### config.mk
export PLATFORM = sky130hd
export DESIGN_NAME = mem_request_ctrl
export DESIGN_NICKNAME = d
export VERILOG_FILES = /design/src/rtl/cpu_types_pkg.sv /design/src/rtl/req_watchdog.sv /design/src/rtl/mem_request_ctrl.sv
export SDC_FILE = /design/constraint.sdc
export NUM_CORES = 1
export LEC_CHECK = 0
export ABC_AREA = 0
export BUFFER_PORTS_ARGS = -buffer_cell sky130_fd_sc_hd__buf_2
export CAP_MARGIN = 20
export CORE_ASPECT_RATIO = 1.1
export CORE_MARGIN = 10
export CORE_UTILIZATION = 45
export DETAILED_ROUTE_END_ITERATION = 8
export PLACE_DENSITY = 0.8
export REMOVE_ABC_BUFFERS = 1
export SETUP_SLACK_MARGIN = 0.5
export SLEW_MARGIN = 20
export SYNTH_ARGS = -nofsm -noshare
export SYNTH_HDL_FRONTEND = slang
export SYNTH_SLANG_ARGS = --single-unit
### constraint.sdc
create_clock -name CLK -period 2.65 [get_ports CLK]
set_clock_uncertainty 0.05 [all_clocks]
set_input_delay 0.3975 -clock CLK [delete_from_list [all_inputs] [get_ports CLK]]
set_output_delay 0.3975 -clock CLK [all_outputs]
set_load 0.02 [all_outputs]
### src/rtl/cpu_types_pkg.sv
// Shared types for the per-core request unit.
//   req_state_t   : request sequencer states (FETCH, DATA, HALT)
//   reservation_t : LL/SC reservation {valid, addr}
// The reservation address is held at RES_ADDR_W bits and compared zero-extended,
// so any ADDR_W up to RES_ADDR_W matches exactly.
package cpu_types_pkg;

    typedef enum logic [1:0] {
        FETCH = 2'd0,
        DATA  = 2'd1,
        HALT  = 2'd2
    } req_state_t;

    localparam int unsigned RES_ADDR_W = 64;

    typedef struct packed {
        logic                  valid;
        logic [RES_ADDR_W-1:0] addr;
    } reservation_t;

endpackage

### src/rtl/req_watchdog.sv
// Data-request watchdog.
// Counts consecutive enabled cycles. expire is raised combinationally during the
// enabled cycle that would be the TIMEOUT_CYCLES-th one. TIMEOUT_CYCLES = 0 disables it.
// Ports:
//   CLK, nRST : clock, asynchronous active-low reset
//   clear     : zero the count (request entering DATA)
//   enable    : count this cycle (DATA cycle without dhit)
//   expire    : limit reached this cycle
module req_watchdog #(
    parameter int unsigned TIMEOUT_CYCLES = 1024
) (
    input  logic CLK,
    input  logic nRST,
    input  logic clear,
    input  logic enable,
    output logic expire
);

    localparam int unsigned CNT_W = (TIMEOUT_CYCLES > 0) ? $clog2(TIMEOUT_CYCLES + 1) : 1;

    generate
        if (TIMEOUT_CYCLES == 0) begin : g_off
            logic unused_wd;
            assign unused_wd = ^{CLK, nRST, clear, enable};
            assign expire    = 1'b0;
        end else begin : g_on
            logic [CNT_W-1:0] count;

            always_ff @(posedge CLK or negedge nRST) begin
                if (!nRST) begin
                    count <= '0;
                end else if (clear) begin
                    count <= '0;
                end else if (enable) begin
                    count <= count + CNT_W'(1);
                end
            end

            assign expire = enable && (count == CNT_W'(TIMEOUT_CYCLES - 1));
        end
    endgenerate

endmodule

### src/rtl/mem_request_ctrl.sv
// Per-core memory request unit: serialises instruction fetch and data access
// toward the shared cache/bus interface.
// Optional LL/SC reservation tracking is built when RU_LLSC_EN is defined;
// otherwise ll_in/sc_in/snoop_* are ignored and sc_success reads 1.
// Ports:
//   CLK, nRST            : clock, asynchronous active-low reset
//   ihit, dhit           : fetch / data access completed this cycle
//   halt_in, mem_read, mem_write, ll_in, sc_in, addr_in, store_in : decode, valid with ihit
//   snoop_inv, snoop_addr: other core wrote snoop_addr
//   imemREN, dmemREN, dmemWEN, dmemaddr, dmemstore : registered memory requests
//   pc_en                : combinational advance strobe
//   sc_success, is_halted, timeout_err : registered status
module mem_request_ctrl
    import cpu_types_pkg::*;
#(
    parameter int unsigned ADDR_W         = 32,
    parameter int unsigned DATA_W         = 32,
    parameter int unsigned TIMEOUT_CYCLES = 1024
) (
    input  logic              CLK,
    input  logic              nRST,
    input  logic              ihit,
    input  logic              dhit,
    input  logic              halt_in,
    input  logic              mem_read,
    input  logic              mem_write,
    input  logic              ll_in,
    input  logic              sc_in,
    input  logic [ADDR_W-1:0] addr_in,
    input  logic [DATA_W-1:0] store_in,
    input  logic              snoop_inv,
    input  logic [ADDR_W-1:0] snoop_addr,
    output logic              imemREN,
    output logic              dmemREN,
    output logic              dmemWEN,
    output logic [ADDR_W-1:0] dmemaddr,
    output logic [DATA_W-1:0] dmemstore,
    output logic              pc_en,
    output logic              sc_success,
    output logic              is_halted,
    output logic              timeout_err
);

    req_state_t state;
    logic       start_data;
    logic       sc_fail;
    logic       wd_clear;
    logic       wd_enable;
    logic       wd_expire;

    req_watchdog #(
        .TIMEOUT_CYCLES(TIMEOUT_CYCLES)
    ) u_watchdog (
        .CLK    (CLK),
        .nRST   (nRST),
        .clear  (wd_clear),
        .enable (wd_enable),
        .expire (wd_expire)
    );

    // Halt outranks any memory op; a failing SC completes without a DATA phase.
    always_comb begin
        start_data = (state == FETCH) && ihit && !halt_in && (mem_read || mem_write) && !sc_fail;
        pc_en      = ((state == FETCH) && ihit && !halt_in && !start_data) ||
                     ((state == DATA) && dhit);
        wd_clear   = start_data;
        wd_enable  = (state == DATA) && !dhit;
    end

    always_ff @(posedge CLK or negedge nRST) begin
        if (!nRST) begin
            state       <= FETCH;
            imemREN     <= 1'b1;
            dmemREN     <= 1'b0;
            dmemWEN     <= 1'b0;
            dmemaddr    <= '0;
            dmemstore   <= '0;
            is_halted   <= 1'b0;
            timeout_err <= 1'b0;
        end else begin
            unique case (state)
                FETCH: begin
                    if (ihit && halt_in) begin
                        state     <= HALT;
                        imemREN   <= 1'b0;
                        is_halted <= 1'b1;
                    end else if (start_data) begin
                        state     <= DATA;
                        imemREN   <= 1'b0;
                        dmemWEN   <= mem_write;
                        dmemREN   <= mem_read && !mem_write;
                        dmemaddr  <= addr_in;
                        dmemstore <= store_in;
                    end
                end
                DATA: begin
                    if (dhit) begin
                        state   <= FETCH;
                        imemREN <= 1'b1;
                        dmemREN <= 1'b0;
                        dmemWEN <= 1'b0;
                    end else if (wd_expire) begin
                        state       <= HALT;
                        dmemREN     <= 1'b0;
                        dmemWEN     <= 1'b0;
                        is_halted   <= 1'b1;
                        timeout_err <= 1'b1;
                    end
                end
                HALT: begin
                    state <= HALT;
                end
                default: begin
                    state <= HALT;
                    imemREN <= 1'b0;
                    dmemREN <= 1'b0;
                    dmemWEN <= 1'b0;
                    is_halted <= 1'b1;
                end
            endcase
        end
    end

`ifdef RU_LLSC_EN
    reservation_t res;
    reservation_t res_next;
    logic         req_ll;
    logic         req_sc;
    logic         snoop_hit;
    logic         sc_ok;

    always_comb begin
        snoop_hit = snoop_inv && res.valid && (res.addr == RES_ADDR_W'(snoop_addr));
        // A snoop landing on the same cycle as the SC fetch kills the reservation first.
        sc_ok     = res.valid && (res.addr == RES_ADDR_W'(addr_in)) && !snoop_hit;
        sc_fail   = (state == FETCH) && ihit && !halt_in && mem_write && sc_in && !sc_ok;

        res_next = res;
        if ((state == DATA) && dhit) begin
            if (req_ll && dmemREN) begin
                res_next.valid = 1'b1;
                res_next.addr  = RES_ADDR_W'(dmemaddr);
            end else if (dmemWEN && (req_sc || (res.addr == RES_ADDR_W'(dmemaddr)))) begin
                res_next.valid = 1'b0;
            end
        end
        if (snoop_inv && res_next.valid && (res_next.addr == RES_ADDR_W'(snoop_addr))) begin
            res_next.valid = 1'b0;
        end
    end

    always_ff @(posedge CLK or negedge nRST) begin
        if (!nRST) begin
            res        <= '0;
            req_ll     <= 1'b0;
            req_sc     <= 1'b0;
            sc_success <= 1'b0;
        end else begin
            res <= res_next;
            if (start_data) begin
                req_ll <= ll_in && mem_read && !mem_write;
                req_sc <= sc_in && mem_write;
            end
            if (sc_fail) begin
                sc_success <= 1'b0;
            end else if ((state == DATA) && dhit && req_sc) begin
                sc_success <= 1'b1;
            end
        end
    end
`else
    logic unused_llsc;
    assign unused_llsc = ^{ll_in, sc_in, snoop_inv, snoop_addr};
    assign sc_fail     = 1'b0;
    assign sc_success  = 1'b1;
`endif

endmodule

==> results.ini <==
[setup_path]
critPathCaptureType=flip-flop
cpPeakStageDelay_ns=0.61
crit_fanout=35
crit_path_start_kind=flip-flop
cp_slowest_cell=or4b_4
crit_arrival_ns=2.22
path_cells=or4b_4 -> nor2_4 -> buf_12 -> mux2_2
criticalPathCategory=flip-flop to flip-flop
crit_required_ns=2.83

[job]
maxCapViolations=0

[logic_synthesis]
yosys_warnings=0
synth_area_um2=3350
postSynth.asyncResetShare=1.00
ys_ff_latch=82
yosysSeqAreaShare=0.613
ys.flop_type=dfrtp_1
synth.distinct_cells=37
syn_area_per_cell_um2=14.4
synth_enable_flop_cells=0
synth_cells=233

[clock_tree]
clkLatencyLatePin_ns=0.34
post_cts_buffers=0
cts.htree.levels=3
clk_path_buf_depth=2
cts_made_buffers=9
cts_sinks=82
path_clk_slew_ns=0.09
clk_root_buffer_cell=clkbuf_8
cts_tree=done

[global_routing]
grt_usage=0.148
grt_pass1_wl_um=13400
grt_start_max_net_pins=83
overflow=0
grt_pass1_vias=2726
antenna_found_initial=0

[status]
status=complete, no violations

[timing]
worst_pin_slew_ns=0.500
fin_crit_ns=2.04
timing.slew.headroom=0.666
fmax_mhz=491
drv_slew=0
tns_ns=0
setup_violations=0
finalHoldViolCount=0
final.period_utilization=0.769
grt_setup_unrepaired=no
setup_ws_ns=0.613
hold_slack_ns=0.204

[floorplanning]
ios=177
die-width_um=102
die_area_um2=11300
fp.coreArea_um2=7130
die_h_um=110
rows=32
start_util=0.470

[final_layout]
post-route-util=0.610
num-nets-final=485
n_antenna_cell=0
drive_above_1_share=0.522
final_common_cell=buf_2
mostFrequentLayoutCells=139 x buf_2, 81 x dfrtp_1, 37 x mux2_2, 27 x mux2_1
syn_to_final_growth_pct=29.9
fillers=566

[power_and_ir_drop]
internal_power_uw=2110
ir_drop_mv=0.480
switchingPower_uw=888
power_density_nw_per_um2=690
clockPowerShare=0.311
total_power_uw=3000
p_seq_frac=0.492
swShare=0.296
comb_power_share=0.197
leakagePower_uw=0.00227

[placed_design]
place_hpwl_um=6310
portBuffers=140
routabilityCongestion=0.772
pre_cts_ws_ns=0.449

[routing]
vias=2430
wl_per_cell_um=17.7
drtIter0Drc=51
drc=0
vias_per_cell=5.19
drt-total-wl_um=8270
antenna_left=0
firstDrtPassIters=5

[worst_hold_path]
hold_class=primary input to flip-flop

cells in the mapped netlist (2+ instances only):
library cell	instances	area, um2
inv_1	5	18.8
o31ai_1	5	37.5
a21oi_1	10	50.1
nand4_1	2	12.5
o21ai_0	6	30.0
nand3b_1	2	15.0
mux2i_1	2	20.0
mux2_2	37	417
nand3_1	4	20.0
buf_4	5	37.5
nor3_1	2	10.0
or4_1	6	45.0
nand2_1	6	22.5
dfrtp_1	81	2030
buf_6	5	56.3
mux2_1	27	304
o221ai_1	2	17.5
xnor2_1	2	17.5
nor2_1	4	15.0
or3_1	2	12.5
nand2b_1	2	12.5
final timing paths:
check / startpoint / end / slack (ns) / depth (start not counted)
setup / recovery: state[1] / dmemstore[22] / 0.61 / 4
hold / removal: addr_in[30] / dmemaddr[30] / 0.20 / 2
setup reg to reg: state[1] / dmemstore[22] / 0.61 / 4
hold reg to reg: timeout_err / timeout_err / 0.42 / 1
max in group asynchronous: nRST / u_watchdog.g_on.count[10] / 1.45 / 3
min in group asynchronous: nRST / dmemstore[11] / 0.49 / 2
final cells by class:
type	count	area, um2	share of cell area
Inverter	5	18.8	0.00431
Multi-Input combinational cell	135	1180	0.271
Timing Repair Buffer	145	781	0.179
Clock inverter	6	73.8	0.0170
Sequential cell	82	2050	0.472
Tap cell	85	106	0.0244
Clock buffer	10	138	0.0316
kinds of logic after synthesis:
kind of cell	Yosys count	synth area share
AOI/OAI and AO/OA	28	0.0516
xor gates and xnor gates	2	0.00523
adders and majority gates	1	0.00373
buffers and inverters	16	0.0347
DFF	82	0.613
muxes	66	0.221
other	1	0.00112
and+or+nand+nor	37	0.0695
repair_timing:
item,4_1_cts,5_1_grt
endpoints found under the setup margin,31,29
endpoints found under the hold margin,0,36
hold buffers,0,1
resized for setup,1,2
metal layers:
layer / part of all wire / wire length (um) / vias to the layer above / GRT usage
met4: 0.022 / 182 / 0 / 0.0599
met2: 0.48 / 3980 / 104 / 0.230
met1: 0.35 / 2870 / 1178 / 0.149
li1: - / - / 1134 / -
met5: 0 / 0 / - / 0
met3: 0.15 / 1240 / 14 / 0.105
sequential cells by signal (all words and copies together) (netlist names):
signal,cells
timeout_err,1
dmemstore,32
dmemaddr,32
is_halted,1
state,2
u_watchdog.g_on.count,11
dmemREN,1
dmemWEN,1
imemREN,1
power groups by stage:
stage          Combinational (uW)  Sequential [uW]  Clock [uW]
2_1_floorplan                 125             1690           0
3_3_place_gp                  585             1490           0
3_5_place_dp                  600             1500           0
4_1_cts                       600             1480         963
5_1_grt                       639             1500        1020
6_report                      591             1470         934
stage by stage:
step | area, um2 | std cells
after floorplan | 3250 | 222
after global placement | 4100 | 450
after detailed placement | 4100 | 450
after CTS | 4310 | 466
after global routing | 4350 | 468
final | 4350 | 468
critical path, delay by kind of cell, from the launching register on:
family,cells,cell delay (ns)
muxes,1,0.36
DFF,1,0.49
buffers and inverters,1,0.23
and+or+nand+nor,2,0.78
(Power assumes the default switching activity.)
